===== src/rtl/lsu_pkg.sv =====
// lsu_pkg: shared size encodings, FSM states and alignment helper for the load/store unit
package lsu_pkg;
  localparam logic [1:0] SIZE_BYTE = 2'b00;
  localparam logic [1:0] SIZE_HALF = 2'b01;
  localparam logic [1:0] SIZE_WORD = 2'b10;

  typedef enum logic [1:0] {IDLE, READ, WRITE, RESP} state_t;

  function automatic logic is_misaligned(input logic [1:0] size, input logic [1:0] lane);
    return (size == SIZE_HALF && lane[0]) || (size[1] && lane != 2'b00);
  endfunction
endpackage


===== src/rtl/lsu_lane_align.sv =====
// lsu_lane_align: byte-lane extract/extend for loads or lane merge for sub-word stores
module lsu_lane_align
  import lsu_pkg::*;
(
  input  logic [31:0] word_in,
  input  logic [1:0]  lane,
  input  logic [1:0]  size,
  input  logic        is_unsigned,
  input  logic        merge,
  input  logic [31:0] wdata,
  output logic [31:0] data_out
);
  logic [7:0]  b;
  logic [15:0] h;
  logic [31:0] ext;
  logic [31:0] merged;
  // merge=0 returns the extended load value, merge=1 the word with the new lane(s) inserted
  always_comb begin
    b = word_in[8*lane +: 8];
    h = lane[1] ? word_in[31:16] : word_in[15:0];
    ext = size == SIZE_BYTE ? {{24{b[7] & ~is_unsigned}}, b} :
          size == SIZE_HALF ? {{16{h[15] & ~is_unsigned}}, h} : word_in;
    merged = word_in;
    if (size == SIZE_BYTE) merged[8*lane +: 8] = wdata[7:0];
    else if (size == SIZE_HALF) merged[16*lane[1] +: 16] = wdata[15:0];
    else merged = wdata;
    data_out = merge ? merged : ext;
  end
endmodule


===== src/rtl/load_store_unit.sv =====
// load_store_unit: single-request LSU driving a word-addressed data memory with sub-word RMW
module load_store_unit
  import lsu_pkg::*;
#(
  parameter int DATA_WIDTH   = 32,
  parameter int ADDR_WIDTH   = 8,
  parameter int READ_LATENCY = 1
) (
  input  logic                  clk,
  input  logic                  rst_n,
  input  logic                  Req_Valid,
  output logic                  Req_Ready,
  input  logic                  Req_Write,
  input  logic [1:0]            Req_Size,
  input  logic                  Req_Unsigned,
  input  logic [ADDR_WIDTH+1:0] Req_Addr,
  input  logic [DATA_WIDTH-1:0] Req_Wdata,
  output logic                  Resp_Valid,
  output logic                  Resp_Error,
  output logic [DATA_WIDTH-1:0] Resp_Rdata,
  output logic [ADDR_WIDTH-1:0] Mem_Address,
  output logic [DATA_WIDTH-1:0] Mem_Write_Data,
  output logic                  Mem_Write,
  output logic                  Mem_Read,
  input  logic [DATA_WIDTH-1:0] Mem_Read_Data
);
  state_t state, next;
  logic [ADDR_WIDTH+1:0] addr_q;
  logic [1:0]            size_q, cnt;
  logic                  write_q, uns_q, err_q;
  logic [DATA_WIDTH-1:0] wdata_q, word_q, load_data, merged;
  logic                  accept, last_read;

  assign accept    = Req_Valid & Req_Ready;
  assign last_read = cnt == 2'(READ_LATENCY);

  lsu_lane_align u_load (
    .word_in(word_q), .lane(addr_q[1:0]), .size(size_q), .is_unsigned(uns_q),
    .merge(1'b0), .wdata(wdata_q), .data_out(load_data)
  );

  lsu_lane_align u_merge (
    .word_in(word_q), .lane(addr_q[1:0]), .size(size_q), .is_unsigned(uns_q),
    .merge(1'b1), .wdata(wdata_q), .data_out(merged)
  );

  // state, request registers, read-wait counter and captured memory word
  always_ff @(posedge clk or negedge rst_n) begin
    if (!rst_n) begin
      state   <= IDLE;
      addr_q  <= '0;
      size_q  <= '0;
      write_q <= 1'b0;
      uns_q   <= 1'b0;
      err_q   <= 1'b0;
      wdata_q <= '0;
      word_q  <= '0;
      cnt     <= '0;
    end else begin
      state <= next;
      if (accept) begin
        addr_q  <= Req_Addr;
        size_q  <= Req_Size;
        write_q <= Req_Write;
        uns_q   <= Req_Unsigned;
        err_q   <= is_misaligned(Req_Size, Req_Addr[1:0]);
        wdata_q <= Req_Wdata;
        cnt     <= '0;
      end else if (state == READ) begin
        cnt <= cnt + 2'd1;
        if (last_read) word_q <= Mem_Read_Data;
      end
    end
  end

  // next-state selection and state-decoded outputs, all zero outside their active state
  always_comb begin
    next = state;
    case (state)
      IDLE:    if (accept) next = is_misaligned(Req_Size, Req_Addr[1:0]) ? RESP :
                                  (Req_Write && Req_Size[1]) ? WRITE : READ;
      READ:    if (last_read) next = write_q ? WRITE : RESP;
      WRITE:   next = RESP;
      default: next = IDLE;
    endcase
    Req_Ready      = rst_n && state == IDLE;
    Mem_Read       = state == READ;
    Mem_Write      = state == WRITE;
    Mem_Address    = (Mem_Read || Mem_Write) ? addr_q[ADDR_WIDTH+1:2] : '0;
    Mem_Write_Data = Mem_Write ? merged : '0;
    Resp_Valid     = state == RESP;
    Resp_Error     = Resp_Valid && err_q;
    Resp_Rdata     = (Resp_Valid && !err_q && !write_q) ? load_data : '0;
  end
endmodule


===== config.mk =====
export PLATFORM = sky130hd
export DESIGN_NAME = load_store_unit
export DESIGN_NICKNAME = d
export VERILOG_FILES = /design/src/rtl/lsu_pkg.sv /design/src/rtl/lsu_lane_align.sv /design/src/rtl/load_store_unit.sv
export SDC_FILE = /design/constraint.sdc
export NUM_CORES = 1
export LEC_CHECK = 0
export CORE_UTILIZATION = 45
export CTS_BUF_LIST = sky130_fd_sc_hd__clkbuf_2 sky130_fd_sc_hd__clkbuf_4 sky130_fd_sc_hd__clkbuf_8
export CTS_CLUSTER_DIAMETER = 30
export DETAILED_ROUTE_END_ITERATION = 8
export PLACE_DENSITY_LB_ADDON = 0.1
export SETUP_SLACK_MARGIN = 0.4
export SLEW_MARGIN = 40
export SYNTH_ARGS = -nofsm -noshare
export SYNTH_HDL_FRONTEND = slang
export SYNTH_SLANG_ARGS = --single-unit

===== constraint.sdc =====
create_clock -name clk -period 2.38 [get_ports clk]
set_input_delay 0.476 -clock clk [delete_from_list [all_inputs] [get_ports clk]]
set_output_delay 0.476 -clock clk [all_outputs]
set_load 0.01 [all_outputs]

# Yosys cells after proc, flatten, opt, wreduce, memory -nomap -nowiden
# Cells that the tools add are included.
[totals]
input_bits = 81
word_cells = 65
ff_bits = 83
[classes]
eq_ne = 8
add_sub_neg = 3
bitwise_logic = 5
shift = 5
n_reduce_logical = 17
muxes = 18
[op_table]
columns = ["cell", "n"]
rows = [
  ["32-bit two-way mux", 6],
  ["5-bit negation with 34-bit output", 2],
  ["32-bit bitwise mux", 2],
  ["16-bit by 34-bit variable shift with 32-bit output (first input constant)", 1],
  ["8-bit by 34-bit variable shift with 32-bit output (first input constant)", 1],
  ["16-bit by 34-bit variable part select with 32-bit output", 1],
  ["8-bit by 34-bit variable part select with 32-bit output", 1],
  ["32-bit by 6-bit variable part select with 8-bit output", 1],
  ["16-bit two-way mux", 1],
  ["2-bit two-way mux", 6],
  ["2-bit by 1-bit equality test with 1-bit output (second input constant)", 4],
  ["8-bit two-way mux", 1],
  ["1-bit logical AND", 7],
  ["2-bit one-hot mux with 3 select lines", 1],
  ["2-bit equality test (second input constant)", 2],
  ["2-bit zero test", 2],
  ["2-bit nonzero test", 2],
  ["1-bit bitwise AND", 3],
  ["3-bit AND reduction", 1],
  ["2-bit by 1-bit adder with 2-bit output (second input constant)", 1],
  ["1-bit zero test", 2],
  ["1-bit logical OR", 2],
  ["2-bit by 1-bit != test with 1-bit output (second input constant)", 1],
  ["2-bit != test (second input constant)", 1],
  ["3 further kinds", 4],
]

# Depth between registers and ports, before layout
[logic_depth]
word_depth = 6
depth_mapped = 9
depth_no_buf = 5

# Hierarchy
# A second synthesis with hierarchy kept.
[unflattened]
hier_cells = 960
area_unflattened_um2 = 8539.4
[modules_own_cells]
columns = ["module", "area_per_inst_um2", "cells_per_inst", "instances"]
rows = [
  ["load_store_unit", 3947.5, 285, 1],
  ["lsu_lane_align (u_load)", 2296.0, 337, 1],
  ["lsu_lane_align (u_merge)", 2296.0, 338, 1],
]

# Worst setup path before layout
# Ideal clock, no wire load.
[synth_path]
path_kind = "reg2out"
from = "register addr_q[1]"
to = "output port Mem_Write_Data[24]"
arrival_time_ns = 2.223
stages_incl_launch_ff = 10
slack_ns = -0.319
path_buffers = 4
path_cell_list = "dfrtp_1 -> buf_6 -> buf_2 -> buf_2 -> inv_1 -> ha_1 -> nor4bb_1 -> clkbuf_1 -> a221oi_1 -> a211oi_1"
[synth_between]
elab_chain_cells = 6
elab_cells_between_ends = 11
cone_classes = "add/sub (2); shift (4); mux (5)"
[synth_lines]
columns = ["element", "line_no", "source"]
rows = [
  ["start: declaration", "load_store_unit.sv:28", "logic [ADDR_WIDTH+1:0] addr_q;"],
  ["start signal: assignment", "load_store_unit.sv:62", "addr_q <= Req_Addr;"],
  ["5-bit negation with 34-bit output", "lsu_lane_align.sv:25", "else if (size == SIZE_HALF) merged[16*lane[1] +: 16] = wdata[15:0];"],
  ["16-bit by 34-bit variable part select with 32-bit output or 16-bit by 34-bit variable shift with 32-bit output (tied branches)", "--", ""],
  ["32-bit bitwise mux", "--", ""],
  ["32-bit two-way mux", "lsu_lane_align.sv:25", ""],
  ["32-bit two-way mux *", "lsu_lane_align.sv:24", "if (size == SIZE_BYTE) merged[8*lane +: 8] = wdata[7:0];"],
  ["32-bit two-way mux *", "load_store_unit.sv:90", "Mem_Write_Data = Mem_Write ? merged : '0;"],
  ["end: declaration", "load_store_unit.sv:22", "output logic [DATA_WIDTH-1:0] Mem_Write_Data,"],
]
# Every way passes the cells marked *; elsewhere a longest branch is shown, timed or not.

# Worst setup path after layout
[layout_path]
from = "register addr_q[1]"
to = "output port Mem_Write_Data[28]"
# The elaborated chain is that of the path after synthesis.

==> results <==
- The ratio of cells with drive above 1 in the final layout is 0.561.
- The most frequent cell after synthesis is dfrtp_1.
- The multiplexer share of the synthesized area is 0.219.
- The routed layout has ~5.4k vias.
- Clock tree synthesis found a total of 83 sinks.
- In this run the power spent charging and discharging nets is 0.00632 W.
- For the worst-skew pair, the clock arrives at the later sink with an insertion delay of 380 ps.
- The number of nets still failing antenna checks after routing is 0.
- Setup repair after global routing could not meet its margin everywhere.
- The startpoint of the lowest-slack register-to-register path is state[0]$_DFFE_PN0P_.
- The floorplan step defined a die boundary enclosing 12800 um2.
- After clock tree synthesis, the clock-pin slew on the worst setup and hold paths is 90 ps.
- Summed over all layers, the routed wires come to around 20000 um.
- The number of CTS-inserted buffers is 9.
- At the worst endpoint, the arrival time is 2240 ps.
- By area the synthesized netlist is led by dfrtp_1 37%, mux2_2 16%, o22ai_1 5.2%.
- In this run the cell area of the synthesized design comes to between 5000 and 6000 um2.
- The effective utilization at floorplan is 0.462.
- Between clock sinks in the finished design, the worst skew comes to 6.71 ps.
- For this run the aggregate overflow at the end of global routing stands at 0.
- After floorplanning, the core was divided into 40 placement rows.
- The buffer levels on the longest clock path is 2.
- Sorting the synthesized cells by how often they occur yields 83 x dfrtp_1, 79 x mux2_2, 46 x o22ai_1.
- The clock root buffer is clkbuf_8.
- Leaving out filler cells and counting taps, the final layout contains 897.
- The final count of hold timing violations is 0.
- After layout, the worst setup slack is -333 ps.
- The worst-path maximum fanout is 7.
- The detail-routed via count per cell is 6.07.
- The share of power burned in the clock network is 0.098.
- The tool flagged a number of max-cap violations equal to 0.
- Counting every net in the synthesized netlist gives 607.
- The sum of net half-perimeters after detailed placement is 13400 um.
- The number of synthesized flops with an enable pin is 0.
- Counting flops and latches in the post-synthesis netlist gives 83.
- Setup violations remaining at the end of the flow were counted as 64.
- The post-placement cell count is 844.
- The classification of the worst-slack hold path is input port to async pin.
- The y dimension of the die is 113 um.
- For this run, design rule violations remaining after detail routing come to 0.
- The per-instance average area after synthesis is 10.8 um2.
- The run finished, with violations left.
- The required time of the critical path is 1900 ps.
- The maximum single-stage delay on the critical path is 460 ps.
- The synthesized design spends more area on one cell type than any other, namely dfrtp_1.
- Summed over all cells, the static leakage comes to 3.54 nW.
- Of all flip-flops after synthesis, the portion carrying an async set or reset was 1.00.
- For this run, the post-layout net count is 817.
- The clock tree synthesis step divided the H-tree into 3 levels.
- The number of global-route vias before repair is 5371.
- The first global-routing pass estimated about 30000 um of wire.
- Of the total synthesized cell area, the portion taken by full adders, half adders and majority gates is 0.0247.
- The xor/xnor share of the synthesized area is 0.00157.
- The worst setup path is launched from a flip-flop.
- Counting both buffers and inverters, the worst setup path holds a total of 4.
- The area inside the core boundary is between 10000 and 15000 um2.
- Pin placement for this block handled 158 I/O pins.
- The die is approximately 110 um wide.
- The category of cells accounting for the largest share of critical-path delay is buffers and inverters.
- The relative max-transition margin is 0.526.
- The Yosys warning count is 0.
- Fill cells in the final layout number ~830.
- The number of buffers inserted by port buffering is 157.
- The worst setup path is of the flip-flop to primary output kind.
- The power per cell area is 1550 nW/um2.
- The capture point of the worst reg-to-reg path is wdata_q[7]$_DFFE_PN0P_.
- The number of cells on the worst reg-to-reg path is 9.
- Among all flip-flop cells after synthesis, the most frequent one is dfrtp_1.
- Across every metal layer, demand over resource in global routing totals 0.306.
- Dividing the detail-routed wire length by the instance count gives 22.5 um.
- The checks that failed: setup timing.
- Walking the worst path, the cells encountered are inv_4, ha_4, nor4bb_2, buf_4, buf_6, a221oi_4, a211oi_2, buf_2.
- The detailed router's first-iteration violation count is roughly 440.
- The minimum clock period after layout is 2710 ps.
- The number of antenna violations at the first check in global routing is 0.
- The largest vdd supply drop is 0.875 mV.
- The total inserted antenna cells is 0.
- The area fraction in compound gates after synthesis is 0.231.
- The area share of the largest cell type after synthesis is 0.373.
- The post-detailed-placement cell area is 8000 um2.
- The critical path endpoint category is a primary output.
- The internal power of the cells is 0.00756 W.
- The combinational family with the most area after synthesis is compound AO/OA/AOI/OAI gates.
- At the end of routability-driven placement, the weighted congestion stood at 0.895.
- The pin count of the biggest net entering global routing is 74.
- The share of total power dissipated in combinational logic is 0.651.
- The post-synthesis simple-gate area fraction is 0.0844.
- The max-slew violation count is 0.
- The switching power share of the total is 0.455.
- At the pin with the least slew margin, the transition time is slightly above 700 ps.
- The detailed-routing iteration count for the pre-antenna-repair pass is 5.
- For this run, the register share of the synthesized area comes to 0.373.
- The setup slack of the most critical reg-to-reg path is 410 ps.
- The clock tree from TritonCTS is built.
- The highest attainable clock frequency is ~370 MHz.
- The synthesis-to-layout area growth is 60.2%.
- The master of the slowest instance on the critical path is dfrtp_2.
- The cell count after synthesis came out at 515.
- The share of total power dissipated in sequential elements is 0.251.
- The final clock period utilization by the worst path is 1.14.
- After synthesis, the netlist uses 50 different library cells.
- The design area is about 8900 um2.
power by group through the flow:
stage | Sequential [W] | Clock (W) | Combinational, W
2_1_floorplan | 0.00266 | 0 | 0.00522
3_3_place_gp | 0.00325 | 0 | 0.00737
3_5_place_dp | 0.00329 | 0 | 0.00754
4_1_cts | 0.00334 | 0.00138 | 0.00832
5_1_grt | 0.00354 | 0.00144 | 0.00957
6_report | 0.00349 | 0.00136 | 0.00903
through the flow:
| stage | power (W) | hold slack, ps | TNS (ps) | util | setup slack, ps |
|---|---|---|---|---|---|
| after floorplan | 0.00789 | 180 | 0 | - | 75.4 |
| after global placement | 0.0106 | 332 | -7160 | 0.663 | -197 |
| after detailed placement | 0.0108 | 338 | -8190 | 0.663 | -178 |
| after CTS | 0.0130 | 283 | -8710 | 0.708 | -279 |
| after global routing | 0.0146 | 329 | -17420 | 0.740 | -410 |
| final | 0.0139 | 270 | -12790 | 0.740 | -333 |
layout by cell type (no fill, tap or decap), drive strengths merged, types with 2 or more instances in the layout:
cell             n
a2111oi         14
dfrtp           83
o22ai           47
nor2b            2
clkdlybuf4s50   79
or3              2
nor4             2
ha              11
nand2b           4
mux2i           16
nor3            16
nand3b           2
mux4             7
a21oi            3
nor4bb           2
a21boi           2
buf            170
mux2            80
nor3b            2
a211oi          33
nand2            2
bufinv           4
a221oi          33
clkbuf          13
o21ai           37
and2            10
nor2            26
inv             13
registers in the layout, indices dropped and copies added, names as in the netlist:
name     count
wdata_q     32
err_q        1
state        2
addr_q      10
write_q      1
uns_q        1
cnt          2
size_q       2
word_q      32
how the worst max path moves through the flow:
stage                                from                 end  slack, ps  depth (start not counted)
floorplan           addr_q[1]$_DFFE_PN0P_  Mem_Write_Data[24]         80                          9
detailed placement  addr_q[0]$_DFFE_PN0P_  Mem_Write_Data[26]       -180                          7
finish              addr_q[1]$_DFFE_PN0P_  Mem_Write_Data[28]       -330                          8
global placement    addr_q[0]$_DFFE_PN0P_  Mem_Write_Data[18]       -200                          7
global route        addr_q[1]$_DFFE_PN0P_  Mem_Write_Data[28]       -410                          8
CTS                 addr_q[1]$_DFFE_PN0P_  Mem_Write_Data[25]       -280                          8
kinds of logic after synthesis:
logic type	after synthesis
xor+xnor	1
mux	103
buf+inv	68
flops	83
compound gates	173
simple gates	76
fa+ha+maj	11
worst register-to-register path, stage by stage, from the launching register on:
cell and delay, ps:
dfrtp_1 410, buf_6 120, buf_6 120, inv_4 60, buf_6 100, ha_4 130, buf_6 110, and3_4 270
clkbuf_16 200, mux2_2 330
metal layers:
| layer | share of wire | global-route usage | up-vias |
|---|---|---|---|
| li1 | - | - | 2445 |
| met1 | 0.41 | 0.409 | 2677 |
| met2 | 0.46 | 0.470 | 269 |
| met3 | 0.083 | 0.0718 | 51 |
| met4 | 0.041 | 0.139 | 0 |
| met5 | 0 | 0 | - |
layout make-up:
| type | instances | area, um2 | share of cell area |
|---|---|---|---|
| multi-input cells | 364 | 4000 | 0.448 |
| repair buffers | 255 | 2330 | 0.261 |
| flip-flops and latches | 83 | 2080 | 0.233 |
| well taps | 168 | 210 | 0.0235 |
| clock inverters | 6 | 138 | 0.0154 |
| clock buffers | 9 | 124 | 0.0139 |
| inverters | 12 | 50.0 | 0.00561 |
repair_timing:
item / CTS / global route
hold buffers: 1 / 0
resized for setup: 396 / 42
setup buffers: 22 / 10
endpoints found under the setup margin: 77 / 120
cloned: 2 / 3
endpoints found under the hold margin: 10 / 0
pin swaps: 40 / 26
Note: power is estimated with default switching activity, not from simulation.
